<file path="src/rtl/cu_pkg.sv">
// Shared types and encodings for the basic CPU control unit: state enum,
// bus selects, ALU codes, opcodes and register-reference bit positions.
package cu_pkg;

    typedef enum logic [3:0] {
        IDLE, T0, T1, T2, T3, T4, T5, T6, HALT
    } state_t;

    localparam logic [2:0] BUS_NONE = 3'd0;
    localparam logic [2:0] BUS_AR   = 3'd1;
    localparam logic [2:0] BUS_PC   = 3'd2;
    localparam logic [2:0] BUS_DR   = 3'd3;
    localparam logic [2:0] BUS_AC   = 3'd4;
    localparam logic [2:0] BUS_IR   = 3'd5;
    localparam logic [2:0] BUS_TR   = 3'd6;
    localparam logic [2:0] BUS_MEM  = 3'd7;

    localparam logic [3:0] ALU_AND     = 4'h0;
    localparam logic [3:0] ALU_ADD     = 4'h1;
    localparam logic [3:0] ALU_PASS_DR = 4'h2;
    localparam logic [3:0] ALU_CMA     = 4'h3;
    localparam logic [3:0] ALU_CIR     = 4'h4;
    localparam logic [3:0] ALU_CIL     = 4'h5;
    localparam logic [3:0] ALU_CLE     = 4'h6;
    localparam logic [3:0] ALU_CME     = 4'h7;
    localparam logic [3:0] ALU_NOP     = 4'hF;

    localparam logic [2:0] OP_AND = 3'd0;
    localparam logic [2:0] OP_ADD = 3'd1;
    localparam logic [2:0] OP_LDA = 3'd2;
    localparam logic [2:0] OP_STA = 3'd3;
    localparam logic [2:0] OP_BUN = 3'd4;
    localparam logic [2:0] OP_BSA = 3'd5;
    localparam logic [2:0] OP_ISZ = 3'd6;
    localparam logic [2:0] OP_REG = 3'd7;

    localparam int RR_CLA = 11;
    localparam int RR_CLE = 10;
    localparam int RR_CMA = 9;
    localparam int RR_CME = 8;
    localparam int RR_CIR = 7;
    localparam int RR_CIL = 6;
    localparam int RR_INC = 5;
    localparam int RR_SPA = 4;
    localparam int RR_SNA = 3;
    localparam int RR_SZA = 2;
    localparam int RR_SZE = 1;
    localparam int RR_HLT = 0;

endpackage

</file>
<file path="src/rtl/cu_rr_decode.sv">
// Register-reference decode: only the highest set bit of ir[11:0] acts;
// skip instructions turn into a conditional PC increment.
module cu_rr_decode
    import cu_pkg::*;
(
    input  logic [11:0] i_rr,
    input  logic        i_ac_msb,
    input  logic        i_ac_zero,
    input  logic        i_e_flag,
    output logic        o_clr_ac,
    output logic        o_ld_ac,
    output logic        o_inr_ac,
    output logic        o_upd_e,
    output logic        o_inr_pc,
    output logic        o_hlt,
    output logic [3:0]  o_aluop
);

    always_comb begin
        o_clr_ac = 1'b0;
        o_ld_ac  = 1'b0;
        o_inr_ac = 1'b0;
        o_upd_e  = 1'b0;
        o_inr_pc = 1'b0;
        o_hlt    = 1'b0;
        o_aluop  = ALU_NOP;
        if (i_rr[RR_CLA]) begin
            o_clr_ac = 1'b1;
        end else if (i_rr[RR_CLE]) begin
            o_aluop = ALU_CLE;
            o_upd_e = 1'b1;
        end else if (i_rr[RR_CMA]) begin
            o_aluop = ALU_CMA;
            o_ld_ac = 1'b1;
        end else if (i_rr[RR_CME]) begin
            o_aluop = ALU_CME;
            o_upd_e = 1'b1;
        end else if (i_rr[RR_CIR]) begin
            o_aluop = ALU_CIR;
            o_ld_ac = 1'b1;
            o_upd_e = 1'b1;
        end else if (i_rr[RR_CIL]) begin
            o_aluop = ALU_CIL;
            o_ld_ac = 1'b1;
            o_upd_e = 1'b1;
        end else if (i_rr[RR_INC]) begin
            o_inr_ac = 1'b1;
        end else if (i_rr[RR_SPA]) begin
            o_inr_pc = !i_ac_msb;
        end else if (i_rr[RR_SNA]) begin
            o_inr_pc = i_ac_msb;
        end else if (i_rr[RR_SZA]) begin
            o_inr_pc = i_ac_zero;
        end else if (i_rr[RR_SZE]) begin
            o_inr_pc = !i_e_flag;
        end else if (i_rr[RR_HLT]) begin
            o_hlt = 1'b1;
        end
    end

endmodule

</file>
<file path="src/rtl/basic_cpu_control_unit.sv">
// Hardwired fetch/decode/indirect/execute sequencer for the accumulator datapath.
// Optional CU_SINGLE_STEP_EN adds a 'step' input that gates each instruction at T0.
module basic_cpu_control_unit
    import cu_pkg::*;
#(
    parameter int wsize = 16,
    parameter int addr  = 12
) (
    input  logic             CLK,
    input  logic             RST_N,
    input  logic             start,
`ifdef CU_SINGLE_STEP_EN
    input  logic             step,
`endif
    input  logic [wsize-1:0] ir,
    input  logic             ac_msb,
    input  logic             ac_zero,
    input  logic             dr_zero,
    input  logic             e_flag,
    output logic [2:0]       s,
    output logic             ldAR,
    output logic             ldPC,
    output logic             ldDR,
    output logic             ldAC,
    output logic             ldIR,
    output logic             ldTR,
    output logic             clrAR,
    output logic             clrPC,
    output logic             clrDR,
    output logic             clrAC,
    output logic             clrTR,
    output logic             inrAR,
    output logic             inrPC,
    output logic             inrDR,
    output logic             inrAC,
    output logic             inrTR,
    output logic [3:0]       aluop,
    output logic             updE,
    output logic             memread,
    output logic             memwrite,
    output logic             I,
    output logic             halted
);

    state_t     r_state, w_next;
    logic       r_I;
    logic [2:0] w_opcode;
    logic       w_go;
    logic       w_rr_clr_ac, w_rr_ld_ac, w_rr_inr_ac, w_rr_upd_e, w_rr_inr_pc, w_rr_hlt;
    logic [3:0] w_rr_aluop;

    assign w_opcode = ir[wsize-2 -: 3];
    assign I        = r_I;

`ifdef CU_SINGLE_STEP_EN
    assign w_go = step;
`else
    assign w_go = 1'b1;
`endif

    cu_rr_decode u_rr (
        .i_rr      (ir[addr-1:0]),
        .i_ac_msb  (ac_msb),
        .i_ac_zero (ac_zero),
        .i_e_flag  (e_flag),
        .o_clr_ac  (w_rr_clr_ac),
        .o_ld_ac   (w_rr_ld_ac),
        .o_inr_ac  (w_rr_inr_ac),
        .o_upd_e   (w_rr_upd_e),
        .o_inr_pc  (w_rr_inr_pc),
        .o_hlt     (w_rr_hlt),
        .o_aluop   (w_rr_aluop)
    );

    always_ff @(posedge CLK or negedge RST_N) begin
        if (!RST_N) begin
            r_state <= IDLE;
            r_I     <= 1'b0;
        end else begin
            r_state <= w_next;
            if (r_state == T2) r_I <= ir[wsize-1];
        end
    end

    always_comb begin
        w_next   = r_state;
        s        = BUS_NONE;
        ldAR     = 1'b0;  ldPC  = 1'b0;  ldDR  = 1'b0;
        ldAC     = 1'b0;  ldIR  = 1'b0;  ldTR  = 1'b0;
        clrAR    = 1'b0;  clrPC = 1'b0;  clrDR = 1'b0;
        clrAC    = 1'b0;  clrTR = 1'b0;
        inrAR    = 1'b0;  inrPC = 1'b0;  inrDR = 1'b0;
        inrAC    = 1'b0;  inrTR = 1'b0;
        aluop    = ALU_NOP;
        updE     = 1'b0;
        memread  = 1'b0;
        memwrite = 1'b0;
        halted   = 1'b0;
        case (r_state)
            IDLE: if (start) w_next = T0;
            T0: if (w_go) begin
                s      = BUS_PC;
                ldAR   = 1'b1;
                w_next = T1;
            end
            T1: begin
                s       = BUS_MEM;
                memread = 1'b1;
                ldIR    = 1'b1;
                inrPC   = 1'b1;
                w_next  = T2;
            end
            T2: begin
                s      = BUS_IR;
                ldAR   = 1'b1;
                w_next = T3;
            end
            T3: begin
                if (w_opcode != OP_REG) begin
                    w_next = T4;
                    if (r_I) begin
                        s       = BUS_MEM;
                        memread = 1'b1;
                        ldAR    = 1'b1;
                    end
                end else begin
                    w_next = T0;
                    // I/O instructions (I=1) are treated as NOP
                    if (!r_I) begin
                        clrAC = w_rr_clr_ac;
                        ldAC  = w_rr_ld_ac;
                        inrAC = w_rr_inr_ac;
                        updE  = w_rr_upd_e;
                        inrPC = w_rr_inr_pc;
                        aluop = w_rr_aluop;
                        if (w_rr_hlt) w_next = HALT;
                    end
                end
            end
            T4: begin
                w_next = T0;
                case (w_opcode)
                    OP_AND, OP_ADD, OP_LDA, OP_ISZ: begin
                        s       = BUS_MEM;
                        memread = 1'b1;
                        ldDR    = 1'b1;
                        w_next  = T5;
                    end
                    OP_STA: begin
                        s        = BUS_AC;
                        memwrite = 1'b1;
                    end
                    OP_BUN: begin
                        s    = BUS_AR;
                        ldPC = 1'b1;
                    end
                    OP_BSA: begin
                        s        = BUS_PC;
                        memwrite = 1'b1;
                        inrAR    = 1'b1;
                        w_next   = T5;
                    end
                    default: ;
                endcase
            end
            T5: begin
                w_next = T0;
                case (w_opcode)
                    OP_AND: begin aluop = ALU_AND;     ldAC = 1'b1; updE = 1'b1; end
                    OP_ADD: begin aluop = ALU_ADD;     ldAC = 1'b1; updE = 1'b1; end
                    OP_LDA: begin aluop = ALU_PASS_DR; ldAC = 1'b1; end
                    OP_BSA: begin s = BUS_AR; ldPC = 1'b1; end
                    OP_ISZ: begin inrDR = 1'b1; w_next = T6; end
                    default: ;
                endcase
            end
            T6: begin
                // DR already incremented, so dr_zero reflects the new value
                s        = BUS_DR;
                memwrite = 1'b1;
                inrPC    = dr_zero;
                w_next   = T0;
            end
            HALT: begin
                halted = 1'b1;
                if (start) w_next = T0;
            end
            default: w_next = IDLE;
        endcase
    end

endmodule

</file>
<file path="config.mk">
export PLATFORM = sky130hd
export DESIGN_NAME = basic_cpu_control_unit
export DESIGN_NICKNAME = d
export VERILOG_FILES = /design/src/rtl/cu_pkg.sv /design/src/rtl/cu_rr_decode.sv /design/src/rtl/basic_cpu_control_unit.sv
export SDC_FILE = /design/constraint.sdc
export NUM_CORES = 1
export LEC_CHECK = 0
export CORE_ASPECT_RATIO = 1.2
export CORE_MARGIN = 2
export CORE_UTILIZATION = 38
export CTS_BUF_LIST = sky130_fd_sc_hd__clkbuf_4 sky130_fd_sc_hd__clkbuf_8
export CTS_CLUSTER_DIAMETER = 30
export DETAILED_ROUTE_END_ITERATION = 16
export PLACE_DENSITY = 0.82
export SETUP_SLACK_MARGIN = 0.02
export SLEW_MARGIN = 20
export SYNTH_ARGS = -nofsm -noshare
export SYNTH_HDL_FRONTEND = slang
export SYNTH_SLANG_ARGS = --single-unit
</file>
<file path="constraint.sdc">
create_clock -name CLK -period 6.9 [get_ports CLK]
set_input_delay 1.38 -clock CLK [delete_from_list [all_inputs] [get_ports CLK]]
set_output_delay 1.38 -clock CLK [all_outputs]
set_load 0.01 [all_outputs]
</file>
==> Yosys cells after proc, flatten, opt, wreduce, memory -nomap -nowiden <==
Cells that the tools add are included.
{ "totals": {"elab_cells": 125, "reg_bits": 5, "output_inout_bits": 28, "inputBits": 23} }
{ "classes": {"n_mux": 96, "reduce_logical": 11, "n_eq_ne": 16} }
{ "op_table": {"columns": ["cell", "count"], "rows": [
  ["2-to-1 mux 1 bit", 68],
  ["2-to-1 mux 4 bit", 12],
  ["one-hot mux 4 bit (8 select lines)", 1],
  ["one-hot mux 3 bit (7 select lines)", 1],
  ["equality test 4 x 3 -> 1 bit, second input constant", 4],
  ["2-to-1 mux 3 bit", 4],
  ["one-hot mux 3 bit (4 select lines)", 1],
  ["one-hot mux 4 bit (3 select lines)", 1],
  ["one-hot mux 1 bit (2 select lines)", 5],
  ["equality test 3 bit, second input constant", 3],
  ["equality test 4 x 2 -> 1 bit, second input constant", 2],
  ["one-hot mux 4 bit (2 select lines)", 1],
  ["OR reduction 2 bit", 4],
  ["equality test 3 x 2 -> 1 bit, second input constant", 2],
  ["one-hot mux 1 bit (3 select lines)", 2],
  ["OR reduction 5 bit", 1],
  ["equality test 4 x 1 -> 1 bit, second input constant", 1],
  ["equality test 4 bit, second input constant", 1],
  ["logical NOT 4 bit", 1],
  ["OR reduction 4 bit", 1],
  ["equality test 3 x 1 -> 1 bit, second input constant", 1],
  ["logical NOT 3 bit", 1],
  ["!= test 3 bit, second input constant", 1],
  ["OR reduction 3 bit", 1],
  ["other kinds (2)", 3]
]} }

==> Logic depth before layout (Yosys ltp) <==
Gate-level depths: netlist of run 1.
{ "logic_depth": {"word_depth": 16, "ltp_mapped": 6, "ltp_nobuf": 4} }

==> Hierarchy <==
From an unflattened synthesis of run 1, not the netlist that was laid out.
{ "unflattened": {"hier_cells": 147, "hier_area_um2": 997.2} }
{ "modules_own_cells": {"columns": ["module", "cells_each", "seq_area_each_um2", "area_each_um2", "n_inst"], "rows": [
  ["basic_cpu_control_unit", 123, 125.1, 829.5, 1],
  ["cu_rr_decode", 24, 0.0, 167.7, 1]
]} }

==> Worst setup path before layout of run 1 <==
Ideal clock, no wire load.
{ "synth_timing": {"path_type": "input -> output", "from": "in ir[13]", "to": "out inrPC", "n_path_buf": 2, "t_arrival_ns": 2.862, "path_slack_ns": 2.658, "path_stages": 6, "t_required_ns": 5.520, "path_cell_list": "clkbuf_1 > nand3_1 > or4_4 > buf_6 > or3b_1 > o22ai_2"} }
{ "synth_between": {"elab_chain_len": 3} }
{ "synth_rtl": {"columns": ["element", "line", "source"], "rows": [
  ["start, declared", "basic_cpu_control_unit.sv:15", "input logic [wsize-1:0] ir,"],
  ["!= test 3 bit", "basic_cpu_control_unit.sv:119", "if (w_opcode != OP_REG) begin"],
  ["2-to-1 mux 1 bit", "basic_cpu_control_unit.sv:119", null],
  ["one-hot mux 1 bit (3 select lines)", "basic_cpu_control_unit.sv:99", "case (r_state)"],
  ["end, declared", "basic_cpu_control_unit.sv:33", "output logic inrPC,"]
]} }
No other way between the ends.

==> Final worst setup path of run 1 <==
{ "layout_timing": {"from": "in ir[14]", "to": "out inrPC"} }
The elaborated chain is that of the path after synthesis.

==> flow_metrics.env, run 1 <==
export IMPL_status="completed"
export IMPL_start_kind="input port"
export IMPL_drc=0
export IMPL_avgSynthCellArea_um2=6.80
export IMPL_netlist_area_um2=836
export IMPL_postSynthCellCount=123
export IMPL_first_pass_iters=4
export IMPL_path_common_cell="clkdlybuf4s50_1"
export IMPL_cts_setup_buffers=0
export IMPL_ioPinCount=51
export IMPL_ys_types=39
export IMPL_crit_path_top_delay_cell="clkdlybuf4s50_1"
export IMPL_grt_max_degree=19
export IMPL_synth_flop_cell="dfrtp_1"
export IMPL_grt_util_met1_pct=26.1
export IMPL_critPathMaxFanout=11
export IMPL_synth_edff_count=0
export IMPL_drtIter0Drc=31
export IMPL_grt_overflow=0
export IMPL_wl_per_cell_um=13.6
export IMPL_worstPathRequired_ns=5.52
export IMPL_grt_use_total_pct=21.3
export IMPL_crit_path_end_kind="output pin"
export IMPL_core_area_um2=2070
export IMPL_place_hpwl_um=2010
export IMPL_rsz0062_at_grt="false"
export IMPL_antenna_found_initial=0
export IMPL_drv_slew=0
export IMPL_yosysMostFrequentCell="nor2_1"
export IMPL_setup_viol=0
export IMPL_initial_core_util_pct=40.3
export IMPL_hold_path_class="flip-flop to flip-flop"
export IMPL_insertion_delay_ns=0.25
export IMPL_rows=18
export IMPL_min_path_cells=1
export IMPL_worst_path_stages=6
export IMPL_clkSinkCount=5
export IMPL_via_per_inst=5.72
export IMPL_synth_top_area_share_pct=15.0
export IMPL_power_leakage_uw=0.000475
export IMPL_cts_buffer_depth=2
export IMPL_powerDensity_nw_per_um2=268
export IMPL_cts_tree="yes"
export IMPL_busiest_layer="met2"
export IMPL_ys_seq_area_share_pct=15.0
export IMPL_layout_min_cycle_time_ns=5.21
export IMPL_fin_skew_ns=0.00707
export IMPL_path_clk_slew_ns=0.05
export IMPL_grt_met3_usage_pct=4.90
export IMPL_layout_setup_ws_ns=1.69
export IMPL_cts_max_level=1
export IMPL_grt_pass1_wl_um=4240
export IMPL_synthTopCellsByArea="dfrtp_1 (15%), a21oi_1 (6.6%), buf_4 (6.3%)"
export IMPL_dp_slack_ns=1.71
export IMPL_synthTopCellsByCount="nor2_1 (13), a21oi_1 (11), clkbuf_1 (9), buf_4 (7), nand2_1 (7)"
export IMPL_finalHoldViolCount=0
export IMPL_max_slew_worst_pin_slew_ns=0.737
export IMPL_critPathBufInv=2
export IMPL_die_y_um=55.4
export IMPL_worstPathArrival_ns=3.83
export IMPL_ir_drop_v=0.000173
export IMPL_crit_chain="clkdlybuf4s50_1 > nand3_1 > or4_4 > or3b_1 > o22ai_2 > clkdlybuf4s50_1"
export IMPL_setup_tns_ns=0
export IMPL_ant_nets=0
export IMPL_synth_seq_cells=5
export IMPL_grt_pass1_vias=967
export IMPL_met2_usage_pct=34.6
export IMPL_syn2layout_area_growth_pct=51.3
export IMPL_drive_gt1_share_pct=7.55
export IMPL_post_cts_resized=0
export IMPL_finalNonFillerCells=189
export IMPL_fin_nets=183
export IMPL_port_buffers=44
export IMPL_yosysWarnings=0
export IMPL_r2r_cells=3
export IMPL_cts_root_buf="clkbuf_4"
export IMPL_dieWidth_um=46.8
export IMPL_max_stage_delay_ns=0.69
export IMPL_min_period_over_period_pct=75.6
export IMPL_max_freq_mhz=192
export IMPL_relSlewSlack_pct=50.4
export IMPL_critical_path_top_delay_family="buffers and inverters"
export IMPL_placed_cells=185
export IMPL_gp_congestion=0.834
export IMPL_synth_async_sr_flop_share_pct=100
export IMPL_dieArea_um2=2590
export IMPL_yosysTopAreaCell="dfrtp_1"
export IMPL_diodes=0
export IMPL_vias=1081
export IMPL_cap_violations=0
export IMPL_postCtsHoldBufs=0
export IMPL_path_class="input port to output pin"
export IMPL_wirelength_um=2570
export IMPL_numCtsBuffers=3
layout by cell type, fill, tap and decap left out, types with 2 or more instances in the layout:
cell type / instances
a21oi_1: 11
nand3_1: 3
o211ai_1: 2
o31ai_1: 2
a31oi_1: 2
clkbuf_4: 4
nor2_1: 13
or3b_2: 2
nor2b_1: 3
a211o_1: 3
dfrtp_1: 5
nand2b_1: 5
inv_1: 5
o22ai_1: 3
nor3b_1: 4
nand2_1: 7
o21ai_0: 6
clkdlybuf4s50_1: 44
nor3_1: 6
conb_1: 6
nor4_1: 4
nor4b_1: 2
o22a_1: 2
power breakdown:
part | leakage, µW | switching [µW] | internal, µW
Clock | 0.0000184 | 13.5 | 25.9
Sequential | 0.0000635 | 40.0 | 40.1
Combinational | 0.000393 | 97.3 | 122
Total | 0.000475 | 151 | 188
final timing paths:
path                         endpoint        from  slack, ns
hold / removal                      I           I       0.66
max in group asynchronous  r_state[0]       RST_N       5.33
setup / recovery                inrPC      ir[14]       1.69
min in group asynchronous  r_state[1]       RST_N       1.36
hold reg to reg                     I           I       0.66
setup reg to reg           r_state[3]  r_state[2]       4.90
cell type report:
cell class              instances  area (µm²)
clock buffers                   4        30.0
inverters                       5        18.8
flip-flops and latches          5         125
repair buffers                 44         440
well taps                      30        37.5
fillers                       203         807
multi-input cells             101         613
cell families (layout without fill, tap and decap cells):
group / Yosys count / after routing / synth area share, %
compound gates: 37 / 37 / 29.5
xor+xnor: 1 / 1 / 1.05
buf+inv: 22 / 53 / 13.9
flops: 5 / 5 / 15.0
mux: 1 / 1 / 1.35
other cells: 1 / 6 / 0.449
simple gates: 56 / 56 / 38.8
through the flow:
stage	power, µW	hold WS [ns]	cell area (µm²)	utilization (%)
after floorplan	202	0.636	855	-
after global placement	296	0.610	1230	59.6
after detailed placement	299	0.632	1230	59.6
after CTS	339	0.643	1260	61.1
after global routing	370	0.698	1260	61.1
final	338	0.656	1260	61.1
registers in the layout (all words and copies together) (netlist names):
signal,count
I,1
r_state,4
routing by layer:
metal / share of wire, % / up-vias
li1: - / 519
met1: 39 / 506
met2: 52 / 52
met3: 7.2 / 4
met4: 1.5 / 0
met5: 0 / -
Power figures use the tool's default switching activity.
==> inputs of run 2 (changes only) <==
clock period = 5.3 ns   (was 6.9 ns; I/O delays follow)
==> run 2 against run 1 <==
Effect of this change:
- utilization grew 0.72 points
- hold slack is essentially flat
- routed wire length grew 4.3%
- via count shrank 0.93%
- combinational power grew 31%
- power grew 30%
- highest routed layer unchanged
- sequential power grew 30%
- die area is the same
==> flow_metrics.env, run 2 (synthesized netlist as in run 1, its figures left out) <==
export IMPL_start_kind="input port"
export IMPL_grt_overflow=0
export IMPL_finalHoldViolCount=0
export IMPL_drtIter0Drc=14
export IMPL_grt_pass1_vias=942
export IMPL_drv_slew=0
export IMPL_worstPathArrival_ns=3.48
export IMPL_port_buffers=44
export IMPL_wl_per_cell_um=14.0
export IMPL_rrSetupSlack_ns=3.27
export IMPL_drive_gt1_share_pct=8.70
export IMPL_pwr_share_seq_pct=23.7
export IMPL_layout_common_cells="clkdlybuf4s50_1 (44), nor2_1 (13), a21oi_1 (11), nand2_1 (7)"
export IMPL_hold_path_class="flip-flop to flip-flop"
export IMPL_cts_setup_buffers=0
export IMPL_critPathMaxFanout=10
export IMPL_swShare_pct=44.4
export IMPL_min_period_over_period_pct=85.7
export IMPL_first_pass_iters=4
export IMPL_gp_congestion=0.839
export IMPL_max_freq_mhz=220
export IMPL_cts_buffer_depth=2
export IMPL_nFillCells=205
export IMPL_dieArea_um2=2590
export IMPL_postCtsHoldBufs=0
export IMPL_setup_viol=0
export IMPL_busiest_layer="met2"
export IMPL_max_flop_register="r_state"
export IMPL_fin_skew_ns=0.0000990
export IMPL_ant_nets=0
export IMPL_setup_tns_ns=0
export IMPL_ioPinCount=51
export IMPL_met2_usage_pct=38.2
export IMPL_die_y_um=55.4
export IMPL_fin_total_pwr_uw=440
export IMPL_path_clk_slew_ns=0.04
export IMPL_p_comb_share_pct=65.1
export IMPL_cellInternalPower_uw=245
export IMPL_core_area_um2=2070
export IMPL_clkSinkCount=5
export IMPL_powerDensity_nw_per_um2=344
export IMPL_rows=18
export IMPL_grt_util_met1_pct=25.9
export IMPL_relSlewSlack_pct=63.3
export IMPL_grt_max_degree=19
export IMPL_path_class="input port to output pin"
export IMPL_layout_setup_ws_ns=0.759
export IMPL_grt_use_total_pct=21.7
export IMPL_rsz0062_at_grt="false"
export IMPL_crit_path_end_kind="output pin"
export IMPL_holdWs_ns=0.656
export IMPL_vias=1071
export IMPL_ir_drop_v=0.000285
export IMPL_clockPowerShare_pct=11.2
export IMPL_via_per_inst=5.61
export IMPL_insertion_delay_ns=0.24
export IMPL_power_leakage_uw=0.000485
export IMPL_cap_violations=0
export IMPL_cts_max_level=1
export IMPL_grt_pass1_wl_um=4310
export IMPL_layout_commonest_cell="clkdlybuf4s50_1"
export IMPL_initial_core_util_pct=40.3
export IMPL_dieWidth_um=46.8
export IMPL_dp_slack_ns=0.759
export IMPL_cts_tree="yes"
export IMPL_worstPathRequired_ns=4.24
export IMPL_numCtsBuffers=3
export IMPL_max_slew_worst_pin_slew_ns=0.551
export IMPL_switchingPower_uw=195
export IMPL_post_cts_resized=0
export IMPL_antenna_found_initial=0
export IMPL_fin_nets=185
export IMPL_diodes=0
export IMPL_cts_root_buf="clkbuf_4"
export IMPL_grt_met3_usage_pct=5.23
export IMPL_place_hpwl_um=2140
export IMPL_status="completed"
export IMPL_layout_min_cycle_time_ns=4.54
export IMPL_wirelength_um=2680
export IMPL_syn2layout_area_growth_pct=53.1
export IMPL_drc=0
export IMPL_largest_reg_flops=4
run 2: cell types whose count changed in the layout (fill, tap and decap cells not counted), sizes merged:
cell / before / now
buf: 0 / 2
run 2: layout make-up:
| cell class | count | area (µm²) | share of cell area, % |
|---|---|---|---|
| multi-input cells | 101 | 613 | 47.9 |
| repair buffers | 46 | 455 | 35.6 |
| flip-flops and latches | 5 | 125 | 9.78 |
| well taps | 30 | 37.5 | 2.93 |
| clock buffers | 4 | 30.0 | 2.35 |
| inverters | 5 | 18.8 | 1.47 |
run 2: metal layers:
metal  wire (µm)  share of wire, %  vias to the layer above
li1            -                 -                      518
met1         996                37                      486
met2        1460                55                       63
met3         207               7.7                        4
met4          14              0.52                        0
met5           0                 0                        -
run 2: worst max-delay path: stages:
cell             delay, ns
clkdlybuf4s50_1       0.66
nand3_1               0.21
or4_4                 0.50
or3b_1                0.40
o22ai_2               0.10
clkdlybuf4s50_1       0.55
run 2: final timing paths:
check | from | endpoint | cells after the start
hold / removal | I | I | 1
hold reg to reg | I | I | 1
setup / recovery | ir[13] | inrPC | 6
max in group asynchronous | RST_N | I | 1
setup reg to reg | r_state[2] | r_state[3] | 3
min in group asynchronous | RST_N | r_state[1] | 1
run 2: stage by stage:
stage	util, %	area [µm²]	instances
final	61.8	1280	191
after global routing	61.8	1280	191
after CTS	61.8	1280	191
after detailed placement	60.3	1250	187
after global placement	60.3	1250	187
after floorplan	-	855	128
run 2: power by group through the flow:
stage | Sequential, µW | Combinational [µW] | Clock [µW]
final | 104 | 287 | 49.5
after global routing | 110 | 317 | 55.0
after CTS | 103 | 290 | 51.7
after detailed placement | 104 | 290 | 0
after global placement | 103 | 287 | 0
after floorplan | 70.2 | 193 | 0
